$ cat config.mk
export PLATFORM = sky130hd
export DESIGN_NAME = pid_pwm_driver
export DESIGN_NICKNAME = d
export VERILOG_FILES = /design/src/rtl/pid_pkg.sv /design/src/rtl/pwm_period_counter.sv /design/src/rtl/pid_pwm_driver.sv
export SDC_FILE = /design/constraint.sdc
export NUM_CORES = 1
export LEC_CHECK = 0
export ABC_AREA = 0
export CORE_MARGIN = 2
export CORE_UTILIZATION = 52
export CTS_CLUSTER_DIAMETER = 150
export CTS_CLUSTER_SIZE = 20
export DETAILED_ROUTE_END_ITERATION = 10
export PLACE_DENSITY_LB_ADDON = 0.3
export SETUP_SLACK_MARGIN = 0.5
export SYNTH_ARGS = -nofsm -noshare
export SYNTH_HDL_FRONTEND = slang
export SYNTH_HIERARCHICAL = 1
export SYNTH_SLANG_ARGS = --single-unit
$ cat constraint.sdc
create_clock -name clk -period 3.9 [get_ports clk]
set_clock_uncertainty 0.2 [all_clocks]
set_input_delay 0.78 -clock clk [delete_from_list [all_inputs] [get_ports clk]]
set_output_delay 0.78 -clock clk [all_outputs]
set_load 0.01 [all_outputs]
$ cat src/rtl/pid_pkg.sv
// Shared definitions for the PID output stage.
// Contents: effort/counter widths, signed effort type, dead-time FSM states,
// and the |u| -> PWM magnitude helper with clamping.
package pid_pkg;

  localparam int unsigned U_W       = 6;
  localparam int unsigned PWM_CNT_W = 5;

  typedef logic signed [U_W-1:0] effort_t;

  typedef enum logic {
    DT_IDLE  = 1'b0,
    DT_BLANK = 1'b1
  } dt_state_t;

  // Most negative effort; its magnitude does not fit the PWM counter.
  localparam effort_t U_MIN = effort_t'({1'b1, {(U_W-1){1'b0}}});

  // |e| in U_W bits, clamped to the counter range. Since U_W == PWM_CNT_W+1,
  // the only out-of-range magnitude is |U_MIN|, flagged by the top bit.
  function automatic logic [PWM_CNT_W-1:0] effort_mag(input effort_t e);
    logic [U_W-1:0] a;
    a = e[U_W-1] ? (~e + 1'b1) : e;
    return a[U_W-1] ? {PWM_CNT_W{1'b1}} : a[PWM_CNT_W-1:0];
  endfunction

endpackage

$ cat src/rtl/pwm_period_counter.sv
// Prescaler plus 5-bit PWM period counter.
// Ports:
//   clk, rst_n (sync, active-low), ena (freezes counting when low)
//   tick     : one PWM count elapsed this cycle
//   boundary : tick on the last count of a period (cnt == 31)
//   cnt      : current PWM count, 0..31
module pwm_period_counter
  import pid_pkg::*;
#(
  parameter int unsigned PRESCALE = 1
) (
  input  logic                 clk,
  input  logic                 rst_n,
  input  logic                 ena,
  output logic                 tick,
  output logic                 boundary,
  output logic [PWM_CNT_W-1:0] cnt
);

  localparam int unsigned PRE_W = (PRESCALE > 1) ? $clog2(PRESCALE) : 1;
  localparam logic [PRE_W-1:0] PRE_MAX = PRE_W'(PRESCALE - 1);

  logic [PRE_W-1:0] pre;

  // With PRESCALE == 1, pre stays at 0 and tick follows ena.
  assign tick     = ena && (pre == PRE_MAX);
  assign boundary = tick && (cnt == '1);

  always_ff @(posedge clk) begin
    if (!rst_n) begin
      pre <= '0;
      cnt <= '0;
    end else begin
      if (ena) begin
        pre <= tick ? '0 : pre + 1'b1;
      end
      if (boundary) begin
        cnt <= '0;
      end else if (tick) begin
        cnt <= cnt + 1'b1;
      end
    end
  end

endmodule

$ cat src/rtl/pid_pwm_driver.sv
// Sign/magnitude PWM driver for an H-bridge, fed by the PID effort u.
// Duty, direction and saturation flag are latched only at period boundaries,
// so pwm_out never glitches mid-period.
// Parameter: PRESCALE (1..256) clocks per PWM count; period = 32*PRESCALE clocks.
// Ports:
//   clk, rst_n (sync, active-low), ena (low freezes the block, forces outputs low)
//   u            : 6-bit two's-complement effort, sampled at boundaries
//   pwm_out      : registered PWM magnitude
//   dir_out      : 1 when the latched effort is negative
//   period_start : one-cycle pulse in the first cycle of each period
//   sat          : latched effort was -32 (clamped to duty 31)
// Build option: define PWM_DEADTIME_EN to insert one fully-low period on
// every direction reversal with non-zero magnitude.
module pid_pwm_driver
  import pid_pkg::*;
#(
  parameter int unsigned PRESCALE = 1
) (
  input  logic           clk,
  input  logic           rst_n,
  input  logic           ena,
  input  logic [U_W-1:0] u,
  output logic           pwm_out,
  output logic           dir_out,
  output logic           period_start,
  output logic           sat
);

  logic                 tick;
  logic                 boundary;
  logic [PWM_CNT_W-1:0] cnt;
  logic [PWM_CNT_W-1:0] cnt_next;
  logic [PWM_CNT_W-1:0] mag;
  logic [PWM_CNT_W-1:0] duty_r;
  logic [PWM_CNT_W-1:0] duty_next;
  logic                 dir_r;
  logic                 dir_next;
  logic                 sat_r;
  logic                 sat_next;
  effort_t              u_s;

`ifdef PWM_DEADTIME_EN
  dt_state_t state;
  dt_state_t state_next;
`endif

  pwm_period_counter #(
    .PRESCALE(PRESCALE)
  ) u_counter (
    .clk     (clk),
    .rst_n   (rst_n),
    .ena     (ena),
    .tick    (tick),
    .boundary(boundary),
    .cnt     (cnt)
  );

  assign u_s = effort_t'(u);
  assign mag = effort_mag(u_s);

  // Count value after this edge; pwm_out is registered against it so the
  // output lines up with cnt rather than lagging by a cycle.
  assign cnt_next = boundary ? '0 : (tick ? cnt + 1'b1 : cnt);

  always_comb begin
    duty_next = duty_r;
    dir_next  = dir_r;
    sat_next  = sat_r;
`ifdef PWM_DEADTIME_EN
    state_next = state;
    if (boundary) begin
      if (state == DT_IDLE && u_s[U_W-1] != dir_r && mag != '0) begin
        // Reversal: flip direction now but hold the bridge off for a period.
        state_next = DT_BLANK;
        dir_next   = u_s[U_W-1];
        duty_next  = '0;
        sat_next   = 1'b0;
      end else begin
        state_next = DT_IDLE;
        duty_next  = mag;
        dir_next   = u_s[U_W-1];
        sat_next   = (u_s == U_MIN);
      end
    end
`else
    if (boundary) begin
      duty_next = mag;
      dir_next  = u_s[U_W-1];
      sat_next  = (u_s == U_MIN);
    end
`endif
  end

  always_ff @(posedge clk) begin
    if (!rst_n) begin
      duty_r       <= '0;
      dir_r        <= 1'b0;
      sat_r        <= 1'b0;
      pwm_out      <= 1'b0;
      period_start <= 1'b0;
`ifdef PWM_DEADTIME_EN
      state        <= DT_IDLE;
`endif
    end else begin
      duty_r       <= duty_next;
      dir_r        <= dir_next;
      sat_r        <= sat_next;
      pwm_out      <= ena && (cnt_next < duty_next);
      period_start <= boundary;
`ifdef PWM_DEADTIME_EN
      state        <= state_next;
`endif
    end
  end

  assign dir_out = dir_r;
  assign sat     = sat_r;

endmodule

==> impl_metrics.prom <==
# TYPE chip_impl_metric gauge
chip_impl_info{name="run_status",value="completed"} 1
chip_impl_metric{name="vias_per_std_cell",unit=""} 5.58
chip_impl_metric{name="instances_no_fill",unit=""} 149
chip_impl_metric{name="grt_overflow",unit=""} 0
chip_impl_metric{name="max-vdd-ir-drop",unit="mV"} 0.149
chip_impl_info{name="hold_path_startpoint",value="sat"} 1
chip_impl_metric{name="starting_density_of_the_core",unit=""} 0.544
chip_impl_metric{name="slew_violations",unit=""} 0
chip_impl_info{name="grt_setup_unrepaired",value="false"} 1
chip_impl_info{name="crit-reg2reg-launch",value="u_counter/cnt[0]"} 1
chip_impl_metric{name="timing.critical_path.fanout_max",unit=""} 9
chip_impl_info{name="critical_path.startpoint_type",value="input port"} 1
chip_impl_metric{name="tritoncts.num_buffers",unit=""} 3
chip_impl_metric{name="synth_cells",unit=""} 109
chip_impl_metric{name="buffers_on_ports",unit=""} 12
chip_impl_metric{name="num-fill-cells",unit=""} 149
chip_impl_metric{name="proportion_of_power_drawn_by_combinational_gates",unit=""} 0.142
chip_impl_metric{name="final_util",unit=""} 0.645
chip_impl_metric{name="leakagePower",unit="nW"} 0.440
chip_impl_metric{name="timing.fmax",unit="MHz"} 308
chip_impl_info{name="critical_path.reg2reg.endpoint",value="pwm_out"} 1
chip_impl_info{name="worst_setup_path_end_kind",value="flip-flop"} 1
chip_impl_metric{name="clk_pin_slew_worst_paths",unit="ns"} 0.08
chip_impl_metric{name="yosys_warnings",unit=""} 6
chip_impl_metric{name="grt_max_degree",unit=""} 11
chip_impl_info{name="post-synth-top-area-cell",value="dfxtp_1"} 1
chip_impl_metric{name="synth-async-reset-ratio",unit=""} 0
chip_impl_info{name="post_synth_main_area_contributors",value="dfxtp_1, ha_1, nor2_1"} 1
chip_impl_metric{name="final_period_minus_worst_setup_slack",unit="ns"} 3.25
chip_impl_metric{name="die_width",unit="um"} 46.3
chip_impl_metric{name="dpl.hpwl",unit="um"} 1480
chip_impl_info{name="path_cells",value="clkdlybuf4s50_1, nand2b_4, inv_2, and2_1, nand2_1, nor3_1, a221oi_1, ha_1, nand4_1, a221oi_1, a21oi_1"} 1
chip_impl_info{name="hold_path_end",value="sat"} 1
chip_impl_metric{name="place_ws",unit="ns"} 0.339
chip_impl_metric{name="postCtsSetupBuffers",unit=""} 0
chip_impl_info{name="synth_flop_cell",value="dfxtp_1"} 1
chip_impl_metric{name="layout_worst_path_cycle_share",unit=""} 0.834
chip_impl_metric{name="vias",unit=""} 831
chip_impl_metric{name="cts_hold_buffers",unit=""} 0
chip_impl_metric{name="post_cts_resize_count",unit=""} 0
chip_impl_metric{name="placedCellCount",unit=""} 145
chip_impl_metric{name="ctsLongestPathBuffers",unit=""} 2
chip_impl_metric{name="timing.critical_path.arrival",unit="ns"} 3.22
chip_impl_metric{name="synth.top_cell.area_share",unit=""} 0.323
chip_impl_metric{name="ys_seq_area_frac",unit=""} 0.323
chip_impl_metric{name="timing.reg2reg.setup_slack",unit="ns"} 0.73
chip_impl_metric{name="post-route-drc-count",unit=""} 0
chip_impl_metric{name="drt_pass1_iterations",unit=""} 4
chip_impl_metric{name="finalWeightedCongestion",unit=""} 0.775
chip_impl_metric{name="netlist_area_pre_place",unit="sq um"} 930
chip_impl_metric{name="syn_to_final_growth",unit="%"} 18.4
chip_impl_metric{name="clock_sink_count",unit=""} 15
chip_impl_metric{name="final_instance_area",unit="sq um"} 1100
chip_impl_metric{name="antenna_cells",unit=""} 0
chip_impl_metric{name="finalSetupTns",unit="ns"} 0
chip_impl_info{name="cts_tree",value="built"} 1
chip_impl_metric{name="yosysUniqueCellTypes",unit=""} 35
chip_impl_metric{name="worst_r2r_path_depth",unit=""} 11
chip_impl_metric{name="power.clock.fraction",unit=""} 0.304
chip_impl_metric{name="grt_first_pass_wirelength",unit="um"} 3100
chip_impl_info{name="critPathKind",value="in2reg"} 1
chip_impl_metric{name="drt-wirelength-per-cell",unit="um"} 12.5
chip_impl_metric{name="grt_antenna_before_repair",unit=""} 0
chip_impl_metric{name="floorplan.die.height",unit="um"} 46.3
chip_impl_metric{name="floorplan.die_area",unit="sq um"} 2140
chip_impl_metric{name="htree_num_levels",unit=""} 1
chip_impl_info{name="clock-root-buffer",value="clkbuf_4"} 1
chip_impl_metric{name="maxCapViolCount",unit=""} 0
chip_impl_metric{name="clk-insertion-delay-late",unit="ns"} 0.28
chip_impl_metric{name="post_route_cells_drive_above_1_share",unit=""} 0.0887
chip_impl_info{name="synthMostInstantiatedCell",value="dfxtp_1"} 1
chip_impl_metric{name="placement_rows",unit=""} 15
chip_impl_metric{name="wl",unit="um"} 1860
chip_impl_metric{name="first_global_vias",unit=""} 743
chip_impl_metric{name="io_pins",unit=""} 13
chip_impl_metric{name="power_frac_seq",unit=""} 0.554
chip_impl_metric{name="worst_hold_path.num_cells",unit=""} 2
chip_impl_metric{name="ys_ff_latch",unit=""} 15
chip_impl_info{name="cell_occurring_most_often_along_the_worst_timing_path",value="a221oi_1"} 1
chip_impl_metric{name="transition_time_at_the_pin_with_the_least_slew_margin",unit="ns"} 0.381
chip_impl_metric{name="p_total",unit="uW"} 286
chip_impl_metric{name="maxSlewHeadroom",unit=""} 0.744
chip_impl_metric{name="drt_iter0_drc",unit=""} 15
chip_impl_metric{name="cp_slowest_stage_delay",unit="ns"} 0.55
chip_impl_metric{name="intPower",unit="uW"} 215
chip_impl_metric{name="setup_viol_count_final",unit=""} 0
chip_impl_metric{name="worstPathRequired",unit="ns"} 3.87
chip_impl_metric{name="groute.usage.overall",unit=""} 0.204
chip_impl_metric{name="ant_nets",unit=""} 0
chip_impl_info{name="crit_path_top_delay_cell",value="clkdlybuf4s50_1"} 1
chip_impl_metric{name="share_of_total_power_consumed_by_net_switching",unit=""} 0.247
chip_impl_metric{name="placement.cell_area",unit="sq um"} 1070
chip_impl_info{name="yosys-top-cells-count",value="dfxtp_1, nor2_1, nand2_1, ha_1"} 1
chip_impl_metric{name="hold_viol_final",unit=""} 0
chip_impl_metric{name="net_count_after_synthesis",unit=""} 126
chip_impl_metric{name="fin_hold_ws",unit="ns"} 0.263
chip_impl_metric{name="finish.net_count",unit=""} 142
chip_impl_info{name="worst_hold_path_type",value="reg2reg"} 1
chip_impl_metric{name="syn_area_per_cell",unit="sq um"} 8.53
chip_impl_metric{name="final.setup.worst_slack",unit="ns"} 0.649
chip_impl_metric{name="cellPowerDensity",unit="nW/um^2"} 259
chip_impl_metric{name="coreArea",unit="sq um"} 1710
chip_impl_metric{name="synth_enable_flop_cells",unit=""} 0
chip_impl_metric{name="power.switching",unit="uW"} 70.7
-- power groups by stage --
| stage | Sequential [mW] | Combinational [mW] | Clock [mW] |
|---|---|---|---|
| 2_1_floorplan | 0.161 | 0.0227 | 0 |
| 3_3_place_gp | 0.162 | 0.0397 | 0 |
| 3_5_place_dp | 0.162 | 0.0405 | 0 |
| 4_1_cts | 0.158 | 0.0408 | 0.0910 |
| 5_1_grt | 0.159 | 0.0452 | 0.0996 |
| 6_report | 0.158 | 0.0405 | 0.0869 |
-- worst max path at each step --
stage	depth (start not counted)	end	from	slack (ns)
after floorplan	12	pwm_out	ena	1.13
after global placement	11	pwm_out	ena	0.53
after detailed placement	11	pwm_out	ena	0.34
after CTS	11	pwm_out	ena	0.65
after global routing	11	pwm_out	ena	0.52
final	11	pwm_out	ena	0.65
-- cell usage in the layout (no fill, tap or decap), types with 2 or more instances in the layout --
cell type	synthesis	layout
nand4_1	3	3
buf_4	0	2
a31oi_1	2	2
xor2_1	4	4
inv_1	4	4
nand2b_1	3	3
mux2i_1	2	2
a221oi_1	2	2
nor2_1	12	12
o21ai_0	5	5
xnor2_1	2	2
clkdlybuf4s50_1	0	12
a21boi_1	5	5
nand3b_1	2	2
nand2_1	11	11
a21oi_1	4	4
clkbuf_4	0	3
nand3_1	4	4
a31o_2	2	2
and3_1	2	2
dfxtp_1	15	15
ha_1	8	8
-- sequential cells by signal, summed over array words and instances (netlist names) --
register,count
duty_r,5
u_counter/cnt,5
dir_out,1
period_start,1
pwm_out,1
sat,1
u_counter/pre,1
-- per-layer routing --
layer	share of wire	wire (um)	global-route usage	vias up
met2	0.51	939	0.367	18
met1	0.44	814	0.233	388
met3	0.037	69	0.0353	4
li1	-	-	-	421
met4	0.017	32	0.0857	0
met5	0	0	0	-
-- layout make-up --
type | count | area, sq um | area share
inverters | 5 | 18.8 | 0.0170
flip-flops and latches | 15 | 300 | 0.273
clock buffers | 4 | 26.3 | 0.0239
multi-input cells | 86 | 589 | 0.535
well taps | 25 | 31.3 | 0.0284
repair buffers | 14 | 135 | 0.123
-- worst max-delay path, delay by kind of cell --
family / cells / cell delay, ns
buffers and inverters: 2 / 0.68
AND/OR/NAND/NOR: 5 / 0.91
adder cells (fa/ha/maj): 1 / 0.34
AO/OA/AOI/OAI: 3 / 0.51
-- cells by family (layout without fill, tap and decap cells) --
kind of cell    count (synthesis)  after routing  synth area share
compound gates                 24             24             0.176
xor+xnor                        6              6            0.0565
fa+ha+maj                       8              8             0.108
buf+inv                         8             23            0.0431
flops                          15             15             0.323
mux                             2              2            0.0215
simple gates                   46             46             0.272
Note: power is estimated with default switching activity, not from simulation.
